===== src/rtl/rvsteel_board_pkg.sv =====
// Shared definitions for the rvsteel board reset sequencer: FSM state type,
// default parameter values and a counter-width helper.
package rvsteel_board_pkg;

  // 10 ms at 50 MHz
  localparam int DEFAULT_DEBOUNCE_CYCLES   = 500000;
  localparam int DEFAULT_RESET_HOLD_CYCLES = 16;

  typedef enum logic [1:0] {
    HOLD         = 2'd0,
    RUN          = 2'd1,
    WAIT_RELEASE = 2'd2
  } seq_state_t;

  // Width of a counter that must reach n-1 without wrapping; never below 1 bit.
  function automatic int cnt_width(input int n);
    return (n > 1) ? $clog2(n) : 1;
  endfunction

endpackage


===== src/rtl/rvsteel_reset_sequencer_if.sv =====
// Board-side signal bundle of the reset sequencer: raw push-buttons in,
// core reset/halt and ready out. The sequencer uses the slave modport.
interface rvsteel_reset_sequencer_if;

  logic reset_button;
  logic halt_button;
  logic core_reset;
  logic core_halt;
  logic ready;

  modport master (
    output reset_button,
    output halt_button,
    input  core_reset,
    input  core_halt,
    input  ready
  );

  modport slave (
    input  reset_button,
    input  halt_button,
    output core_reset,
    output core_halt,
    output ready
  );

endinterface


===== src/rtl/rvsteel_button_debouncer.sv =====
// Push-button conditioner: 2-flop synchronizer followed by a debounce counter.
// The debounced level flips only after the synchronized input has disagreed
// with it for DEBOUNCE_CYCLES consecutive cycles.
module rvsteel_button_debouncer
  import rvsteel_board_pkg::*;
#(
  parameter int DEBOUNCE_CYCLES = DEFAULT_DEBOUNCE_CYCLES
) (
  input  logic clock,
  input  logic reset,
  input  logic raw,
  output logic level
);

  localparam int               CNT_W    = cnt_width(DEBOUNCE_CYCLES);
  localparam logic [CNT_W-1:0] CNT_LAST = CNT_W'(DEBOUNCE_CYCLES - 1);

  logic             sync_meta;
  logic             sync_out;
  logic [CNT_W-1:0] cnt;

  // Bring the raw button into the clock domain before anything looks at it.
  // NOTE: sequential state is written with <= so every flop samples the
  // pre-edge value of its neighbours; '=' here would collapse the 2-flop chain.
  always_ff @(posedge clock or negedge reset) begin
    if (!reset) begin
      sync_meta <= 1'b0;
      sync_out  <= 1'b0;
    end else begin
      sync_meta <= raw;
      sync_out  <= sync_meta;
    end
  end

  // Count consecutive disagreement cycles; accept the new level on the last one.
  always_ff @(posedge clock or negedge reset) begin
    if (!reset) begin
      cnt   <= '0;
      level <= 1'b0;
    end else if (sync_out == level) begin
      cnt <= '0;
    end else if (cnt == CNT_LAST) begin
      level <= ~level;
      cnt   <= '0;
    end else begin
      cnt <= cnt + CNT_W'(1);
    end
  end

endmodule


===== src/rtl/rvsteel_reset_sequencer.sv =====
// rvsteel board reset sequencer. Debounces the reset and halt push-buttons
// and sequences the core reset: HOLD (fixed-width reset pulse) -> RUN ->
// WAIT_RELEASE (button held) -> HOLD. core_halt is only ever high in RUN.
// Optional feature macro HALT_TOGGLE_EN: when defined, each debounced halt
// press in RUN toggles a halt latch instead of core_halt following the level.
module rvsteel_reset_sequencer
  import rvsteel_board_pkg::*;
#(
  parameter int DEBOUNCE_CYCLES   = DEFAULT_DEBOUNCE_CYCLES,
  parameter int RESET_HOLD_CYCLES = DEFAULT_RESET_HOLD_CYCLES
) (
  input logic                            clock,
  input logic                            reset,
  rvsteel_reset_sequencer_if.slave       board
);

  localparam int                HOLD_W    = cnt_width(RESET_HOLD_CYCLES);
  localparam logic [HOLD_W-1:0] HOLD_LAST = HOLD_W'(RESET_HOLD_CYCLES - 1);

  // Reject configurations the debouncer and hold counter cannot honour.
  if (DEBOUNCE_CYCLES < 2) begin : g_bad_debounce
    $error("rvsteel_reset_sequencer: DEBOUNCE_CYCLES must be >= 2");
  end
  if (RESET_HOLD_CYCLES < 1) begin : g_bad_hold
    $error("rvsteel_reset_sequencer: RESET_HOLD_CYCLES must be >= 1");
  end

  seq_state_t        state;
  logic [HOLD_W-1:0] hold_cnt;
  logic              deb_reset;
  logic              deb_halt;
  logic              core_reset_q;
  logic              core_halt_q;
  logic              ready_q;

  rvsteel_button_debouncer #(
    .DEBOUNCE_CYCLES (DEBOUNCE_CYCLES)
  ) u_reset_debouncer (
    .clock (clock),
    .reset (reset),
    .raw   (board.reset_button),
    .level (deb_reset)
  );

  rvsteel_button_debouncer #(
    .DEBOUNCE_CYCLES (DEBOUNCE_CYCLES)
  ) u_halt_debouncer (
    .clock (clock),
    .reset (reset),
    .raw   (board.halt_button),
    .level (deb_halt)
  );

`ifdef HALT_TOGGLE_EN
  logic deb_halt_q;

  // Previous debounced halt level, used to spot a fresh press.
  always_ff @(posedge clock or negedge reset) begin
    if (!reset) begin
      deb_halt_q <= 1'b0;
    end else begin
      deb_halt_q <= deb_halt;
    end
  end
`endif

  // Sequencer FSM with registered outputs; a reset press in RUN takes
  // priority over any halt activity on the same cycle.
  always_ff @(posedge clock or negedge reset) begin
    if (!reset) begin
      state        <= HOLD;
      hold_cnt     <= '0;
      core_reset_q <= 1'b1;
      core_halt_q  <= 1'b0;
      ready_q      <= 1'b0;
    end else begin
      unique case (state)
        HOLD: begin
          if (hold_cnt == HOLD_LAST) begin
            state        <= RUN;
            hold_cnt     <= '0;
            core_reset_q <= 1'b0;
            ready_q      <= 1'b1;
            core_halt_q  <= 1'b0;
          end else begin
            hold_cnt <= hold_cnt + HOLD_W'(1);
          end
        end
        RUN: begin
          if (deb_reset) begin
            state        <= WAIT_RELEASE;
            core_reset_q <= 1'b1;
            ready_q      <= 1'b0;
            core_halt_q  <= 1'b0;
          end else begin
`ifdef HALT_TOGGLE_EN
            if (deb_halt && !deb_halt_q) begin
              core_halt_q <= ~core_halt_q;
            end
`else
            core_halt_q <= deb_halt;
`endif
          end
        end
        WAIT_RELEASE: begin
          if (!deb_reset) begin
            state    <= HOLD;
            hold_cnt <= '0;
          end
        end
        // NOTE: the unused encoding recovers to a full reset sequence rather
        // than leaving the core running from an undefined state.
        default: begin
          state        <= HOLD;
          hold_cnt     <= '0;
          core_reset_q <= 1'b1;
          core_halt_q  <= 1'b0;
          ready_q      <= 1'b0;
        end
      endcase
    end
  end

  assign board.core_reset = core_reset_q;
  assign board.core_halt  = core_halt_q;
  assign board.ready      = ready_q;

endmodule

===== src/flat_wrapper.sv =====
// flat-port wrapper written by rule: the top's interface ports become plain ports
module rvsteel_reset_sequencer_flat import rvsteel_board_pkg::*;
#(
  parameter int DEBOUNCE_CYCLES   = DEFAULT_DEBOUNCE_CYCLES,
  parameter int RESET_HOLD_CYCLES = DEFAULT_RESET_HOLD_CYCLES
)
  (clock, reset, board_reset_button, board_halt_button, board_core_reset, board_core_halt, board_ready);
  rvsteel_reset_sequencer_if board_i ();
  input logic clock;
  input logic reset;
  input wire logic [$bits(board_i.reset_button)-1:0] board_reset_button;
  input wire logic [$bits(board_i.halt_button)-1:0] board_halt_button;
  output wire logic [$bits(board_i.core_reset)-1:0] board_core_reset;
  output wire logic [$bits(board_i.core_halt)-1:0] board_core_halt;
  output wire logic [$bits(board_i.ready)-1:0] board_ready;
  assign board_i.reset_button = board_reset_button;
  assign board_i.halt_button = board_halt_button;
  assign board_core_reset = board_i.core_reset;
  assign board_core_halt = board_i.core_halt;
  assign board_ready = board_i.ready;
  rvsteel_reset_sequencer #(.DEBOUNCE_CYCLES(DEBOUNCE_CYCLES), .RESET_HOLD_CYCLES(RESET_HOLD_CYCLES)) u_core (.clock(clock), .reset(reset), .board(board_i));
endmodule

===== config.mk =====
export PLATFORM = sky130hd
export DESIGN_NAME = rvsteel_reset_sequencer_flat
export DESIGN_NICKNAME = d
export VERILOG_FILES = /design/src/rtl/rvsteel_board_pkg.sv /design/src/rtl/rvsteel_reset_sequencer_if.sv /design/src/rtl/rvsteel_button_debouncer.sv /design/src/rtl/rvsteel_reset_sequencer.sv /design/src/flat_wrapper.sv
export SDC_FILE = /design/constraint.sdc
export NUM_CORES = 1
export LEC_CHECK = 0
export CORE_UTILIZATION = 45
export CTS_CLUSTER_DIAMETER = 200
export CTS_CLUSTER_SIZE = 8
export DETAILED_ROUTE_END_ITERATION = 8
export PLACE_DENSITY_LB_ADDON = 0.1
export RECOVER_POWER = 50
export SYNTH_ARGS = -nofsm -noshare
export SYNTH_HDL_FRONTEND = slang
export SYNTH_HIERARCHICAL = 1
export SYNTH_SLANG_ARGS = --single-unit

===== constraint.sdc =====
create_clock -name clock -period 2.64 [get_ports clock]
set_input_delay 0.792 -clock clock [delete_from_list [all_inputs] [get_ports clock]]
set_output_delay 0.792 -clock clock [all_outputs]
set_load 0.01 [all_outputs]

==> results.toml, run 1 <==
[status]
outcome = "finished clean"

[setup_path]
slowest_stage = "dfstp_2"
cp_max_fo = 3
cp.arrival_ps = 1380
end_kind = "output port"
start_kind = "flip-flop"
critPathTopFamily = "flip-flops"
crit_chain = "clkdlybuf4s50_1"
cp_num_buf_inv = 1
crit_required_ps = 1850
slowest_delay_ps = 550
path_class = "flip-flop to output port"
r2r_setup_slack_ps = 670

[synth]
yosys.area.top_type_share = 0.496
synth_seq_cells = 53
synth_edf_count = 0
syn_inst = 258
yosysWarnings = 6
synth_commonest_cells = "dfrtp_1 (52), nor2_1 (36), xnor2_1 (21), nand3_1 (16)"
synth_seq_area_share = 0.506
synthTopCellsByArea = "dfrtp_1 (50%), xnor2_1 (7.0%), nor2_1 (5.2%)"
ys.flop_type = "dfrtp_1"
synthAdderAreaFrac = 0.0143
async_flop_share = 1.00
synth_top_area_cell = "dfrtp_1"
yosys.area_share.simple = 0.248
syn_nets = 265
synth_most_common_cell = "dfrtp_1"
synthDistinctLibCells = 44
syn_area_mm2 = 0.00262
synth_xor_area_frac = 0.0969
synthMuxAreaShare = 0.0181
synth-compound-area-share = 0.0840
avgSynthCellArea_um2 = 10.2
synth_top_family_by_area = "simple AND/OR/NAND/NOR gates"

[die]
initial_core_util = 0.470
coreArea_mm2 = 0.00557
io_pins = 7
design.die.area_mm2 = 0.00614
die_h_um = 78.3
die_w_um = 78.3
row_count = 27

[timing]
fin_hold_ws_ps = 357
rsz0062_at_grt = "no"
period_share = 0.821
finalSetupViolations = 0
finalHoldViolCount = 0
timing.slew.headroom = 0.119
period_minus_slack_ps = 2170
fmax_ghz = 0.461
setup_tns_ps = 0
worst_slew_pin_slew_ps = 1320
fin_skew_ps = 3.29
slew_violations = 0

[drt]
antenna_left = 0
routed_wl_um = 4530
drc_errors = 0
drt_pass1_iterations = 4
routed_via_density = 5.34
wire_per_inst_um = 13.3
via_count = 1814
first_iter_violations = 116

[clock_network]
clockRootBuffer = "clkbuf_8"
cts_tree = "built"
h-tree-depth = 2
postCtsResizedCells = 0
post_cts_buffers = 0
holdBufCountCts = 0
worstSkewPairLatency_ps = 300
cts_buffers = 5
cts_num_sinks = 53
path_clk_slew_ps = 90
cts_buffer_depth = 2

[grt]
grt_pass1_wl_um = 8070
first_global_vias = 1737
gr-total-overflow = 0
grt_max_degree = 31
antenna_found_initial = 0
grt_use_total = 0.169

[final_layout]
layout-drive-gt1-share = 0.101
antennaDiodeCount = 0
final_nets = 274
area_growth_pct = 9.69
fill_cells = 511

[min_path]
hold_class = "flip-flop to flip-flop"

[place]
gp_congestion = 0.869
dp_hpwl_um = 3180
io_buffers = 6

[power]
power_density_mw_per_mm2 = 505
peakVddDrop_uv = 346
leakage_uw = 0.00115

[job]
cap_violations = 0
## placed cells by master, fill, tap and decap left out, drive strengths merged, types with 3 or more instances in the layout
cell type / count
o21ai: 11
and3: 3
xnor2: 21
nand2: 12
mux2: 3
ha: 3
nand3: 17
or3: 6
nand4: 11
clkdlybuf4s50: 3
dfrtp: 52
a21oi: 13
nor2: 38
nor2b: 3
xor2: 8
nor3: 7
nor4: 11
inv: 11
clkbuf: 7
buf: 3
## report_power, final
| group | internal [µW] | switching (µW) | leakage, µW |
|---|---|---|---|
| registers | 822 | 10.6 | 0.000712 |
| clock network | 308 | 260 | 0.0000574 |
| logic | 18.0 | 33.6 | 0.000379 |
## through the flow
step | cells | power [µW] | instance area [µm²] | util | setup WS [ps]
global placement | 332 | 903 | 2760 | 0.495 | 703
CTS | 340 | 1480 | 2880 | 0.516 | 447
finish | 340 | 1450 | 2880 | 0.516 | 472
floorplan | 258 | 872 | 2620 | - | 771
global route | 340 | 1520 | 2880 | 0.516 | 426
detailed placement | 332 | 903 | 2760 | 0.495 | 664
## flip-flops by register name, summed over array words and instances, names as in the netlist
register and count:
u_core/u_halt_debouncer/cnt 19, u_core/u_reset_debouncer/cnt 19, u_core/hold_cnt 4, u_core/state 2, u_core/board.core_halt 1, u_core/board.core_reset 1
u_core/board.ready 1, u_core/u_halt_debouncer/level 1, u_core/u_halt_debouncer/sync_meta 1, u_core/u_halt_debouncer/sync_out 1, u_core/u_reset_debouncer/level 1, u_core/u_reset_debouncer/sync_meta 1
u_core/u_reset_debouncer/sync_out 1
## cell type report
type / count / area, µm² / area share
repair buffers: 9 / 88.8 / 0.0309
well taps: 72 / 90.1 / 0.0313
inverters: 11 / 41.3 / 0.0144
flip-flops and latches: 53 / 1330 / 0.462
clock buffers: 6 / 82.6 / 0.0287
multi-input cells: 187 / 1210 / 0.420
clock inverters: 2 / 37.5 / 0.0130
## logic make-up after synthesis
group / Yosys count
adders and majority gates: 3
and+or+nand+nor: 119
muxes: 4
buffers and inverters: 18
DFF: 53
xor gates and xnor gates: 29
AOI/OAI and AO/OA: 32
## worst reg2reg max path, cell delays in order (launching register included)
cell and delay [ps]:
dfrtp_1 410, ha_1 270, nand4_4 190, or4_4 580
or3_1 320, a21oi_1 140
## final timing paths
path,startpoint,end,cells after the start
max,u_core/board.core_reset,board_core_reset,1
min,u_core/u_reset_debouncer/sync_meta,u_core/u_reset_debouncer/sync_out,0
max reg2reg,u_core/u_reset_debouncer/cnt[0],u_core/u_reset_debouncer/cnt[16],5
min reg2reg,u_core/u_reset_debouncer/sync_meta,u_core/u_reset_debouncer/sync_out,0
max in group asynchronous,reset,u_core/board.core_reset,2
min in group asynchronous,reset,u_core/u_halt_debouncer/cnt[4],1
## routing by layer
metal,routed length (µm),share of wire,up-vias,track usage
li1,-,-,922,-
met1,2270,0.50,855,0.235
met2,2040,0.45,31,0.261
met3,159,0.035,6,0.0372
met4,57,0.013,0,0.0556
met5,0,0,-,0
Note: power is estimated with default switching activity, not from simulation.
==> run 2: changes to the inputs <==
clock period = 2.1 ns   (was 2.64 ns; I/O delays follow)
==> run 2 against run 1 <==
Sequential power rose by 26%; worst setup slack got worse by 390 ps; clock-buffer cell count did not move; cell count rose by 1.2%; die area did not move; critical path depth did not move; clock power fell by 2%; global-route usage rose by 0.16 points; critical endpoint unchanged; largest cell class unchanged.
==> results.toml, run 2 (synthesized netlist as in run 1, its figures left out) <==
[status]
outcome = "finished clean"

[timing]
finalSetupViolations = 0
timing.slew.headroom = 0.140
fin_ws_ps = 85.6
slew_violations = 0
worst_slew_pin_slew_ps = 1290
finalHoldViolCount = 0
fmax_ghz = 0.496
fin_skew_ps = 8.87
setup_tns_ps = 0
rsz0062_at_grt = "no"
period_minus_slack_ps = 2010
period_share = 0.959

[setup_path]
end_kind = "output port"
cp_max_fo = 3
start_kind = "flip-flop"
cp.arrival_ps = 1380
slowest_stage = "dfstp_2"
crit_chain = "clkdlybuf4s50_1"
critPathTopFamily = "flip-flops"
path_class = "flip-flop to output port"
cp_num_buf_inv = 1
crit_required_ps = 1470
slowest_delay_ps = 550

[drt]
drt_pass1_iterations = 4
antenna_left = 0
first_iter_violations = 95
routed_wl_um = 4540
routed_via_density = 5.31
wire_per_inst_um = 13.2
via_count = 1827
drc_errors = 0

[place]
io_buffers = 6
gp_congestion = 0.792
place_inst = 336
pre_cts_slack_ps = 201
dp_hpwl_um = 3150

[clock_network]
cts_num_sinks = 53
postCtsResizedCells = 0
holdBufCountCts = 0
cts_buffer_depth = 2
cts_tree = "built"
path_clk_slew_ps = 100
clockRootBuffer = "clkbuf_8"
cts_buffers = 5
post_cts_buffers = 0
h-tree-depth = 2
worstSkewPairLatency_ps = 300

[final_layout]
stdcell_count = 344
antennaDiodeCount = 0
final_nets = 278
top_regs = "u_core/u_halt_debouncer/cnt: 19 flops, u_core/u_reset_debouncer/cnt: 19 flops, u_core/hold_cnt: 4 flops"
area_growth_pct = 8.87
final_common_cell = "dfrtp_1"
final_cell_mix = "dfrtp_1 (52), nor2_1 (36), xnor2_1 (21)"
layout-drive-gt1-share = 0.114
fill_cells = 539

[grt]
met1_usage = 0.234
grt_pass1_wl_um = 8250
grtUsageMet3 = 0.0384
gr-total-overflow = 0
grt_max_degree = 54
gr-usage-met2 = 0.267
grt-busiest-layer = "met2"
grt_use_total = 0.170
antenna_found_initial = 0
first_global_vias = 1799

[min_path]
hold_class = "flip-flop to flip-flop"

[die]
die_w_um = 78.3
row_count = 27
io_pins = 7
die_h_um = 78.3
coreArea_mm2 = 0.00557
initial_core_util = 0.470
design.die.area_mm2 = 0.00614

[power]
power_density_mw_per_mm2 = 584
p_sw_uw = 379
combPwrFrac = 0.040
p_sw_frac = 0.227
peakVddDrop_uv = 317
clkPwrFrac = 0.333
power_uw = 1670
leakage_uw = 0.00115
seqPwrFrac = 0.627
intPower_uw = 1290

[job]
cap_violations = 0
[run 2: cell types whose count changed in the layout (fill, tap and decap cells not counted)]
cell,before,now
buf_4,2,6
clkdlybuf4s50_1,3,5
clkinv_2,0,2
dlygate4sd3_1,2,0
buf_12,1,0
buf_2,0,1
bufinv_16,1,0
clkbuf_2,0,1
clkbuf_8,6,5
clkinvlp_4,1,0
[run 2: power by group through the flow]
stage	clock network (µW)	logic (µW)	registers, µW
final	555	66.2	1050
after global routing	627	76.7	1050
after CTS	583	73.1	1050
after detailed placement	0	72.7	1070
after global placement	0	72.9	1070
after floorplan	0	34.2	1060
[run 2: cell type report]
cell class	instances	area (µm²)	share of cell area
flip-flops and latches	53	1330	0.465
multi-input cells	187	1210	0.423
repair buffers	13	105	0.0368
well taps	72	90.1	0.0316
clock buffers	6	72.6	0.0254
inverters	11	41.3	0.0145
clock inverters	2	10.0	0.00351
[run 2: path summary, 6_finish.rpt]
check	from	endpoint	slack [ps]	cells after the start
max	u_core/board.core_reset	board_core_reset	90	1
min	u_core/u_reset_debouncer/sync_meta	u_core/u_reset_debouncer/sync_out	350	0
max reg2reg	u_core/u_reset_debouncer/cnt[0]	u_core/u_reset_debouncer/cnt[16]	200	5
min reg2reg	u_core/u_reset_debouncer/sync_meta	u_core/u_reset_debouncer/sync_out	350	0
max in group asynchronous	reset	u_core/u_reset_debouncer/cnt[5]	640	2
min in group asynchronous	reset	u_core/u_halt_debouncer/sync_out	680	2
[run 2: routing by layer]
layer	vias to the layer above	wire length (µm)
li1	928	-
met1	870	2360
met2	23	1980
met3	6	147
met4	0	57
met5	-	0
[run 2: worst register-to-register path, stage by stage (launching register included)]
cell and delay, ps:
dfrtp_1 410, ha_1 270, nand4_4 120, or4_4 560, or3_1 320, a21oi_1 140
[run 2: metrics by stage]
stage               utilization  hold slack, ps  cell area, µm²
floorplan                     -             331            2620
global placement          0.500             333            2790
detailed placement        0.500             336            2790
CTS                       0.515             317            2870
global route              0.512             380            2860
finish                    0.512             355            2860
==> run 3: changes to the inputs <==
CORE_UTILIZATION = 50   (was 45)
==> run 3 against run 2 <==
Critical path depth unchanged; cell area fell by 0.44%; sequential share of layout area is 0.20 points higher; clock skew is 2.7 ps lower.
==> results.toml, run 3 (synthesized netlist as in run 1, its figures left out) <==
[die]
io_pins = 7
initial_core_util = 0.537
row_count = 25
coreArea_mm2 = 0.00488
design.die.area_mm2 = 0.00554
die_w_um = 74.4
die_h_um = 74.4

[setup_path]
timing.rr.start = "u_core/u_reset_debouncer/cnt[0]"
cp_max_fo = 3
crit_required_ps = 1470
r2r_cells = 5
critPathTopFamily = "flip-flops"
cp.arrival_ps = 1370
r2r_setup_slack_ps = 220
start_kind = "flip-flop"
slowest_stage = "dfstp_2"
slowest_delay_ps = 550
path_class = "flip-flop to output port"
r2r-end = "u_core/u_reset_debouncer/cnt[18]"
crit_chain = "clkdlybuf4s50_1"
cp_num_buf_inv = 1
end_kind = "output port"

[clock_network]
clockRootBuffer = "clkbuf_8"
cts_num_sinks = 53
post_cts_buffers = 0
cts_buffers = 5
worstSkewPairLatency_ps = 300
postCtsResizedCells = 0
cts_tree = "built"
holdBufCountCts = 0
cts_buffer_depth = 2
path_clk_slew_ps = 90
h-tree-depth = 2

[drt]
met2_length_um = 2130
via_count = 1872
antenna_left = 0
routed_via_density = 5.54
wire_per_inst_um = 12.9
first_iter_violations = 60
met3_length_um = 118
wl_met1_um = 2020
routed_wl_um = 4350
top_layer = "met4"
drt_pass1_iterations = 4
drc_errors = 0

[grt]
grt_max_degree = 54
antenna_found_initial = 0
grt_pass1_wl_um = 7710
gr-total-overflow = 0
grt_use_total = 0.182
first_global_vias = 1792

[power]
peakVddDrop_uv = 352
p_sw_frac = 0.219
leakage_uw = 0.00114
p_sw_uw = 362
power_uw = 1650
power_density_mw_per_mm2 = 582
combPwrFrac = 0.039
clkPwrFrac = 0.328
intPower_uw = 1290
seqPwrFrac = 0.633

[timing]
fin_ws_ps = 100
rsz0062_at_grt = "no"
worst_slew_pin_slew_ps = 1260
period_minus_slack_ps = 2000
timing.slew.headroom = 0.162
slew_violations = 0
fmax_ghz = 0.500
period_share = 0.952
finalHoldViolCount = 0
setup_tns_ps = 0
fin_skew_ps = 6.20
finalSetupViolations = 0

[place]
place_inst = 330
pre_cts_slack_ps = 198
io_buffers = 6
gp_congestion = 0.821
dp_hpwl_um = 3110

[final_layout]
final_common_cell = "dfrtp_1"
final_nets = 277
area_growth_pct = 8.40
stdcell_count = 338
antennaDiodeCount = 0
final_core_util = 0.583
final_cell_mix = "dfrtp_1 (52), nor2_1 (36), xnor2_1 (21)"
top_regs = "u_core/u_halt_debouncer/cnt: 19 flops, u_core/u_reset_debouncer/cnt: 19 flops, u_core/hold_cnt: 4 flops"
layout-drive-gt1-share = 0.107

[min_path]
holdPathStages = 0
hold_class = "flip-flop to flip-flop"
min_from = "u_core/u_reset_debouncer/sync_meta"
worstHoldEndpoint = "u_core/u_reset_debouncer/sync_out"

[status]
outcome = "finished clean"

[job]
cap_violations = 0
## run 3: cell types whose count changed in the layout (fill, tap and decap cells not counted)
cell and change:
clkbuf_1 +1, buf_4 -1, clkinvlp_4 +1, clkinv_2 -2
## run 3: worst max-delay path by stage
stage,start,to,depth (start not counted)
6_report,u_core/board.core_reset,board_core_reset,1
5_1_grt,u_core/board.core_reset,board_core_reset,1
4_1_cts,u_core/board.core_reset,board_core_reset,1
3_5_place_dp,u_core/u_reset_debouncer/cnt[9],u_core/u_reset_debouncer/level,4
3_3_place_gp,u_core/u_reset_debouncer/cnt[9],u_core/u_reset_debouncer/level,4
2_1_floorplan,u_core/u_reset_debouncer/cnt[0],u_core/u_reset_debouncer/cnt[16],5
## run 3: power by group through the flow
stage | clock network (µW) | logic [µW] | registers, µW
floorplan | 0 | 34.2 | 1060
global placement | 0 | 70.6 | 1070
detailed placement | 0 | 70.7 | 1070
CTS | 579 | 71.3 | 1050
global route | 607 | 75.7 | 1050
finish | 543 | 63.7 | 1050
## run 3: final cells by class
cell class | instances | area (µm²)
inverter | 11 | 41.3
timing repair buffer | 12 | 97.6
clock buffer | 7 | 76.3
fill | 450 | 2040
tap | 67 | 83.8
clock inverter | 1 | 7.51
multi-input combinational | 187 | 1210
sequential | 53 | 1330
## run 3: stage by stage
| stage | hold WS (ps) | area (µm²) |
|---|---|---|
| detailed placement | 335 | 2770 |
| CTS | 307 | 2860 |
| global placement | 332 | 2770 |
| floorplan | 331 | 2620 |
| global route | 365 | 2840 |
| finish | 354 | 2840 |
## run 3: metal layers
metal  up-vias  GRT usage
li1        933          -
met1       915      0.228
met4         0     0.0671
met2        17      0.310
met5         -          0
met3         7     0.0366
